<file path="config.mk">
export PLATFORM = sky130hd
export DESIGN_NAME = uart_tx_arb
export DESIGN_NICKNAME = d
export VERILOG_FILES = /design/src/rtl/uart_tx_arb.sv
export SDC_FILE = /design/constraint.sdc
export NUM_CORES = 1
export LEC_CHECK = 0
export ABC_CLOCK_PERIOD_IN_PS = 1900
export BUFFER_PORTS_ARGS = -buffer_cell sky130_fd_sc_hd__buf_4
export CORE_ASPECT_RATIO = 0.6
export CORE_MARGIN = 2
export CORE_UTILIZATION = 47
export CTS_BUF_LIST = sky130_fd_sc_hd__clkbuf_2 sky130_fd_sc_hd__clkbuf_4 sky130_fd_sc_hd__clkbuf_8
export DETAILED_ROUTE_END_ITERATION = 8
export MAX_ROUTING_LAYER = met4
export PLACE_DENSITY_LB_ADDON = 0.15
export SYNTH_ARGS = -nofsm -noshare
export SYNTH_HDL_FRONTEND = slang
export SYNTH_SLANG_ARGS = --single-unit
</file>
<file path="constraint.sdc">
create_clock -name clk -period 1.9 [get_ports clk]
set_clock_uncertainty 0.05 [all_clocks]
set_input_delay 0.285 -clock clk [delete_from_list [all_inputs] [get_ports clk]]
set_output_delay 0.285 -clock clk [all_outputs]
set_load 0.005 [all_outputs]
</file>
<file path="src/rtl/uart_tx_arb.sv">
// uart_tx_arb: round-robin arbiter sharing one UART TX serializer between N_REQ TX FIFOs.
// Define UART_TX_ARB_PRIO0_EN to give a non-empty FIFO 0 fixed priority at every arbitration.
module uart_tx_arb #(
  parameter int N_REQ     = 4,
  parameter int DATA_W    = 8,
  parameter int BURST_MAX = 4
) (
  input  logic                    clk,
  input  logic                    rst,
  input  logic [N_REQ-1:0]        i_fifo_empty,
  output logic [N_REQ-1:0]        o_fifo_ren,
  input  logic [N_REQ*DATA_W-1:0] i_fifo_data,
  output logic [DATA_W-1:0]       o_tx_data,
  output logic                    o_tx_valid,
  input  logic                    i_tx_ready,
  output logic [N_REQ-1:0]        o_grant,
  output logic                    o_busy
);
  localparam int IW = $clog2(N_REQ);
  localparam int CW = $clog2(BURST_MAX + 1);
  localparam logic [CW-1:0] BMAX = CW'(BURST_MAX);
  localparam logic [N_REQ-1:0] ONE = N_REQ'(1);
  typedef enum logic [1:0] {IDLE, READ, LOAD, SEND} state_t;
  state_t state, state_nx;
  logic [IW-1:0] g, last, win;
  logic [CW-1:0] burst_cnt;
  logic g_empty, release_g;
  assign g_empty = i_fifo_empty[g];
  // Scan from farthest to nearest so the first non-empty index after last wins.
  always_comb begin
    win = last;
    for (int i = N_REQ; i >= 1; i--)
      if (!i_fifo_empty[(int'(last) + i) % N_REQ]) win = IW'((int'(last) + i) % N_REQ);
`ifdef UART_TX_ARB_PRIO0_EN
    if (!i_fifo_empty[0]) win = '0;
`endif
  end
  always_comb begin
    state_nx = state;
    case (state)
      IDLE:    state_nx = &i_fifo_empty ? IDLE : READ;
      READ:    state_nx = g_empty ? IDLE : LOAD;
      LOAD:    state_nx = SEND;
      SEND:    state_nx = !i_tx_ready ? SEND : (burst_cnt < BMAX && !g_empty) ? READ : IDLE;
      default: state_nx = IDLE;
    endcase
  end
  assign release_g = (state == READ || state == SEND) && state_nx == IDLE;
  always_ff @(posedge clk or posedge rst)
    if (rst) state <= IDLE;
    else state <= state_nx;
  always_ff @(posedge clk or posedge rst) begin
    if (rst) begin
      g         <= '0;
      last      <= IW'(N_REQ - 1);
      burst_cnt <= '0;
      o_tx_data <= '0;
    end else begin
      if (state == IDLE && state_nx == READ) begin
        g         <= win;
        burst_cnt <= '0;
      end
      if (state == LOAD) begin
        o_tx_data <= i_fifo_data[g*DATA_W +: DATA_W];
        burst_cnt <= burst_cnt + 1'b1;
      end
`ifdef UART_TX_ARB_PRIO0_EN
      if (release_g && g != '0) last <= g;
`else
      if (release_g) last <= g;
`endif
    end
  end
  assign o_busy     = state != IDLE;
  assign o_tx_valid = state == SEND;
  assign o_grant    = o_busy ? ONE << g : '0;
  assign o_fifo_ren = (state == READ && !g_empty) ? ONE << g : '0;
endmodule
</file>
== Word level (Yosys, flattened, before mapping) ==
Index checks and enable logic that the tools add are counted.

* Output and inout port bits: 18
* Logic and storage cells: 68
* Register bits: 17
* Input bits: 39

* Equality and inequality tests: 4
* Shift-type cells: 2
* Muxes and demuxes: 27
* Add/subtract/negate cells: 5
* Bitwise logic cells: 4
* Reduce and logical (&&, ||, !) cells: 15
* Magnitude comparators: 6

{| class="wikitable"
|+ Operators with widths
! kind !! number
|-
| $shiftx 32x6->8 || 1
|-
| $lt 3x4->1 const B || 4
|-
| $mux 2 || 6
|-
| $mux 1 || 11
|-
| $bmux 1 s2 || 5
|-
| $mux 4 || 2
|-
| $pmux 2 s4 || 1
|-
| $reduce_or 2->1 || 4
|-
| $mux 3 || 2
|-
| $add 2x1->2 const B || 2
|-
| $add 2x2->2 const B || 2
|-
| $and 1x1->1 const A || 4
|-
| $eq 2x1->1 const B || 2
|-
| $eq 2x2->1 const B || 2
|-
| $logic_and 1x1->1 || 4
|-
| $logic_not 2->1 || 2
|-
| $reduce_and 4->1 || 1
|-
| $reduce_bool 2->1 || 2
|-
| $shl 1x2->4 const A || 1
|-
| $add 3x1->3 const B || 1
|-
| $lt 2x3->1 const B || 1
|-
| $lt 3x3->1 const B || 1
|-
| $logic_not 1->1 || 1
|-
| $logic_or 1x1->1 || 1
|}

== Logic depth before layout (Yosys ltp) ==
Gate-level depths: netlist of the first run.

* Depth after elaboration: 11
* Mapped depth: 6
* Mapped depth without buffers: 4

== Least setup slack after synthesis of the first run ==
OpenSTA, ideal clock, no wires.

* Path type: reg-to-output
* Start point: register g[0]
* End point: output port o_fifo_ren[1]
* Arrival: 1.253 ns
* Data required time: 1.565 ns
* Path buffers: 1
* Setup slack: 0.312 ns
* Cell stages (with the launch flop): 6
* Path through: dfrtp_1 > buf_6 > mux2_4 > mux2i_4 > nand3_1 > nor2_1

* Word-level cells in the longest chain between the ends: 5
* Elaborated cells between the ends (all ways): 6
* Those cells by class: shift: 1; mux: 3; reduce/logical: 2

{| class="wikitable"
|+ RTL lines
! what !! RTL line !! text
|-
| from (decl) || 25 || <nowiki>logic [IW-1:0] g, last, win;</nowiki>
|-
| from (signal assigned) || 60 || <nowiki>g <= win;</nowiki>
|-
| $bmux 1 s2 || 28 || <nowiki>assign g_empty = i_fifo_empty[g];</nowiki>
|-
| $mux 1 (not written as such) || 28 ||
|-
| $logic_not 1->1 || 77 || <nowiki>assign o_fifo_ren = (state == READ && !g_empty) ? ONE << g : '0;</nowiki>
|-
| $logic_and 1x1->1 || 77 ||
|-
| $mux 4 * || 77 ||
|-
| to (decl) || 11 || <nowiki>output logic [N_REQ-1:0] o_fifo_ren,</nowiki>
|}

Every way passes the cells marked *; elsewhere a longest branch is shown, timed or not. The select of a mux whose other input is x is not followed.

== Worst setup path in the final report of the first run ==
* Start point: register g[0]
* End point: output port o_fifo_ren[0]

Same word-level chain as after synthesis.

==> run metrics, run 1 <==
status finished with violations; failing checks negative setup slack; Clock Sinks 17; ANT nets after route 0; share of layout cells above drive strength 1 46.1%; DR WL/cell 15.2 um; routed vias 1112; Max Root-Sink Buffers 2; EDFF count, synth 0; crit-path max FO 4; Fin Setup TNS -0.108 ns; Slowest-stage cell, CP dfrtp_1; RSZ-0062 raised after global routing true; row count 13; DRT iter0 DRCs 112; Peak supply drop 805 uV; 1st-pass router iterations 4; syn nets 158; Worst Setup Path Type reg -> out; Final WS setup -0.0350 ns; synth warn 0; post-DP HPWL 2.37 mm; ANT cells 0; cell with the most instances after synthesis nand2_1; max incr delay on CP 0.43 ns; worst path cell trace mux2_4 -> mux2i_4 -> nand3_4 -> nor3_2 -> buf_4; leading register cell type out of synthesis dfrtp_1; Max transition margin 58.4%; initial antenna violation count 0; FFs w/ async S/R, synth 100%; final slew viol count 0; number of global-route vias before repair 1107; delay-heaviest family, CP multiplexers; HP Class in -> async; WP data arrival 1.60 ns; slew at the pin closest to its max-slew limit 0.624 ns; # IOs 57; Startpoint Class flop; leading cell types by count after synthesis nand2_1 (32), dfrtp_1 (15), nor2_1 (10); P_leak 0.000857 uW; total power 2410 uW; initial core utilization 51.5%; Port Buffers 56; Placed Cells 200; Buf/Inv on CP 1; share of the clock period used by the worst path after layout 102%; H-tree depth 1; worst skew pair latency 0.25 ns; CTS tree built; Syn Area/Cell 9.80 um2; synthesized area 1160 um2; Die Width 68.0 um; Clock transition at path regs 0.06 ns; max-cap violations 0; Fin Hold WS 0.0624 ns; Yosys cell types 36; Layout Cells excl Fill 208; Root Buffer clkbuf_8; share of the synthesized area in the top cell type 32.5%; Final Hold Fails 0; Finished Cell Area 1690 um2; Critical Path RT 1.56 ns; final WL 3.15 mm; fmax 517 MHz; all-layer global routing usage 25.3%; # DRC 0; largest net degree at the start of global routing 19; grt total ovfl 0; crit end category output pin; area grow syn2layout 45.9%; core area 2240 um2; pwr dens 1430 nW/um2; Final GP Congestion 0.921; Placed Area 1600 um2; Area contributors post-synth dfrtp_1 (32%), mux4_1 (11%), nand2_1 (10%), mux4_2 (5.8%), dfstp_2 (4.5%); Synth Register Bits 17; # setup viols final 4; post-synthesis sequential area ratio 37.0%; first-pass GRT wire length 5.23 mm; Hold Buf Count CTS 0; Final nets 219; number of buffers created by CTS 3; Via density 5.35; chip height 42.4 um; Final min period 1.93 ns; Yosys top cell by area dfrtp_1; synthesized instance count 118; Die Area 2890 um2
cells in the final DEF (no fill, tap or decap), drive strengths merged, types with 3 or more instances in the layout:
cell / count
buf: 63
nand2: 33
dfrtp: 15
nor2: 10
mux4: 8
nand3: 5
a21oi: 5
nand2b: 4
inv: 4
clkbuf: 4
mux2: 3
o21ai: 3
final timing paths:
| path | to | startpoint | cells past startpoint | slack [ns] |
|---|---|---|---|---|
| min in group clk | state[1]$_DFF_PP0_ | i_tx_ready | 2 | 0.18 |
| max reg2reg | g[1]$_DFFE_PP0P_ | state[0]$_DFF_PP0_ | 4 | 0.24 |
| min | o_tx_data[4]$_DFFE_PP0P_ | rst | 2 | 0.06 |
| max | o_fifo_ren[0] | g[0]$_DFFE_PP0P_ | 5 | -0.03 |
| min reg2reg | o_tx_data[0]$_DFFE_PP0P_ | o_tx_data[0]$_DFFE_PP0P_ | 2 | 0.43 |
| max in group asynchronous | burst_cnt[2]$_DFFE_PP0P_ | rst | 2 | 1.34 |
layer usage:
metal	part of all wire, %	track usage [%]	vias up	wire (um)
li1	-	-	534	-
met1	41	30.3	507	1300
met2	49	40.2	64	1540
met3	8.5	8.60	7	268
met4	1.6	8.00	0	52
met5	0	-	-	0
where the power goes:
part           leakage, uW  internal, uW  switching (uW)
Clock            0.0000262           163             119
Combinational     0.000626           738             643
Sequential        0.000205           557             188
Total             0.000857          1460             950
worst register-to-register path, cell delays in order, from the launching register on:
cell and delay (ns):
dfrtp_1 0.49, nor2_1 0.48, nand2_2 0.23, a211oi_1 0.23, a21o_1 0.11
sequential cells by signal, summed over array words and instances, names as in the netlist:
name	flops
burst_cnt	3
g	2
last	2
o_tx_data	8
state	2
timing repair:
| item | 4_1_cts | 5_1_grt |
|---|---|---|
| setup buffers | 3 | 1 |
| gates resized for setup | 2 | 0 |
| endpoints found under the setup margin | 4 | 5 |
cells by family after synthesis:
logic type,Yosys count,synth area share [%]
AND/OR/NAND/NOR,60,23.2
flip-flops,17,37.0
AO/OA/AOI/OAI,16,10.1
multiplexers,12,23.1
buffers and inverters,11,4.87
XOR/XNOR,1,0.758
adder cells (fa/ha/maj),1,1.08
final cells by class:
type / instances / area, um2
repair buffers: 63 / 473
fillers: 164 / 558
multi-input cells: 90 / 684
inverters: 4 / 15.0
well taps: 30 / 37.5
flip-flops and latches: 17 / 428
clock buffers: 4 / 48.8
stage by stage:
| stage | utilization [%] | worst slack (ns) |
|---|---|---|
| after floorplan | - | 0.312 |
| after detailed placement | 71.1 | 0.157 |
| after CTS | 74.8 | -0.00597 |
| after global placement | 71.1 | 0.227 |
| final | 75.1 | -0.0350 |
| after global routing | 75.1 | -0.0933 |
No activity file was read; power rests on OpenSTA's default activity.
==> run 2, diff against run 1 <==
Settings changed: PLACE_DENSITY set to 0.9, PLACE_DENSITY_LB_ADDON 0.15 to not set.
==> run metrics, run 2 (synthesis gave the netlist of run 1 again) <==
status finished with violations; failing checks negative setup slack; DR WL/cell 16.6 um; Final min period 1.98 ns; Peak supply drop 1040 uV; grt total ovfl 0; P_leak 0.000855 uW; core area 2240 um2; Port Buffers 56; Max transition margin 52.4%; crit end category output pin; Die Width 68.0 um; Final nets 219; Max Root-Sink Buffers 2; post-DP HPWL 2.62 mm; # IOs 57; largest registers o_tx_data (8), burst_cnt (3); Slowest-stage cell, CP dfrtp_2; number of global-route vias before repair 1139; Hold Buf Count CTS 0; pwr dens 1440 nW/um2; first-pass GRT wire length 5.45 mm; CTS tree built; Fin Setup TNS -0.105 ns; initial antenna violation count 0; Placed Area 1600 um2; Fin Hold WS 0.0786 ns; routed vias 1166; HP Class in -> async; # fillers 155; number of buffers created by CTS 3; worst path cell trace mux2_4 -> mux2i_4 -> nand3_4 -> nor3_2 -> buf_4; WP data arrival 1.64 ns; Startpoint Class flop; fmax 506 MHz; Critical Path RT 1.56 ns; total power 2430 uW; Final GP Congestion 0.948; max reg flops 8; commonest non-fill, non-tap cell in the layout buf_4; commonest non-fill, non-tap cells in the layout buf_4 (63), nand2_1 (32), dfrtp_1 (14), nor2_1 (8), mux4_1 (5); H-tree depth 1; Root Buffer clkbuf_8; crit-path max FO 4; initial core utilization 51.5%; Biggest register o_tx_data; ANT cells 0; all-layer global routing usage 25.9%; Clock Sinks 17; RSZ-0062 raised after global routing true; max incr delay on CP 0.44 ns; final WL 3.45 mm; worst skew pair latency 0.26 ns; fin util 75.3%; share of the clock period used by the worst path after layout 104%; ANT nets after route 0; 1st-pass router iterations 4; Final Hold Fails 0; largest net degree at the start of global routing 18; Clock transition at path regs 0.07 ns; Worst Setup Path Type reg -> out; Finished Cell Area 1690 um2; Via density 5.61; # DRC 0; slew at the pin closest to its max-slew limit 0.713 ns; max-cap violations 0; # setup viols final 4; share of layout cells above drive strength 1 47.8%; final slew viol count 0; chip height 42.4 um; Die Area 2890 um2; Final WS setup -0.0769 ns; DRT iter0 DRCs 66; row count 13; area grow syn2layout 46.2%
run 2: cell count changes in the layout (fill, tap and decap cells not counted):
cell      previous run  this run
dfrtp_1             15        14
clkbuf_4             1         0
nor2_2               0         2
clkinv_2             0         1
nor2_1              10         8
dfrtp_2              0         1
run 2: layer usage:
metal | vias to the layer above | track usage (%) | wire [um]
met5 | - | - | 0
li1 | 535 | - | -
met4 | 0 | 4.40 | 28
met2 | 35 | 45.0 | 1870
met3 | 4 | 4.30 | 170
met1 | 592 | 32.0 | 1390
run 2: path summary, 6_finish.rpt:
check	depth (start not counted)	slack (ns)	startpoint	endpoint
max	5	-0.08	g[0]$_DFFE_PP0P_	o_fifo_ren[0]
min	2	0.08	rst	o_tx_data[6]$_DFFE_PP0P_
max reg2reg	4	0.17	state[1]$_DFF_PP0_	burst_cnt[2]$_DFFE_PP0P_
min reg2reg	2	0.43	o_tx_data[5]$_DFFE_PP0P_	o_tx_data[5]$_DFFE_PP0P_
max in group asynchronous	2	1.26	rst	g[0]$_DFFE_PP0P_
min in group clk	2	0.17	i_tx_ready	state[1]$_DFF_PP0_
run 2: worst max-delay path: cells and delay by family (launching register included):
family | cells | cell delay [ns]
simple gates | 2 | 0.29
buf+inv | 1 | 0.14
flops | 1 | 0.44
mux | 2 | 0.52
run 2: timing repair:
item | 4_1_cts | 5_1_grt
setup endpoints to repair | 4 | 4
pin swaps | 3 | 0
buffers inserted | 3 | 1
endpoints found under the hold margin | 0 | 0
gates resized for setup | 1 | 4
run 2: power breakdown:
group / total [uW] / leakage [uW] / internal, uW / switching [uW]
Combinational: 1400 / 0.000625 / 742 / 653
Sequential: 761 / 0.000204 / 558 / 203
Clock: 276 / 0.0000255 / 146 / 130
Total: 2430 / 0.000855 / 1450 / 986
run 2: area by class of cell:
| cell class | instances | area (um2) | area share (%) |
|---|---|---|---|
| multi-input combinational | 90 | 689 | 40.8 |
| sequential | 17 | 429 | 25.4 |
| tap | 30 | 37.5 | 2.22 |
| clock buffer | 3 | 41.3 | 2.44 |
| clock inverter | 1 | 5.00 | 0.296 |
| timing repair buffer | 63 | 473 | 28.0 |
| inverter | 4 | 15.0 | 0.888 |
run 2: stage by stage:
| step | cells | setup slack, ns |
|---|---|---|
| final | 208 | -0.0769 |
| after global routing | 208 | -0.117 |
| after CTS | 207 | -0.0352 |
| after detailed placement | 200 | 0.169 |
| after global placement | 200 | 0.245 |
| after floorplan | 118 | 0.312 |
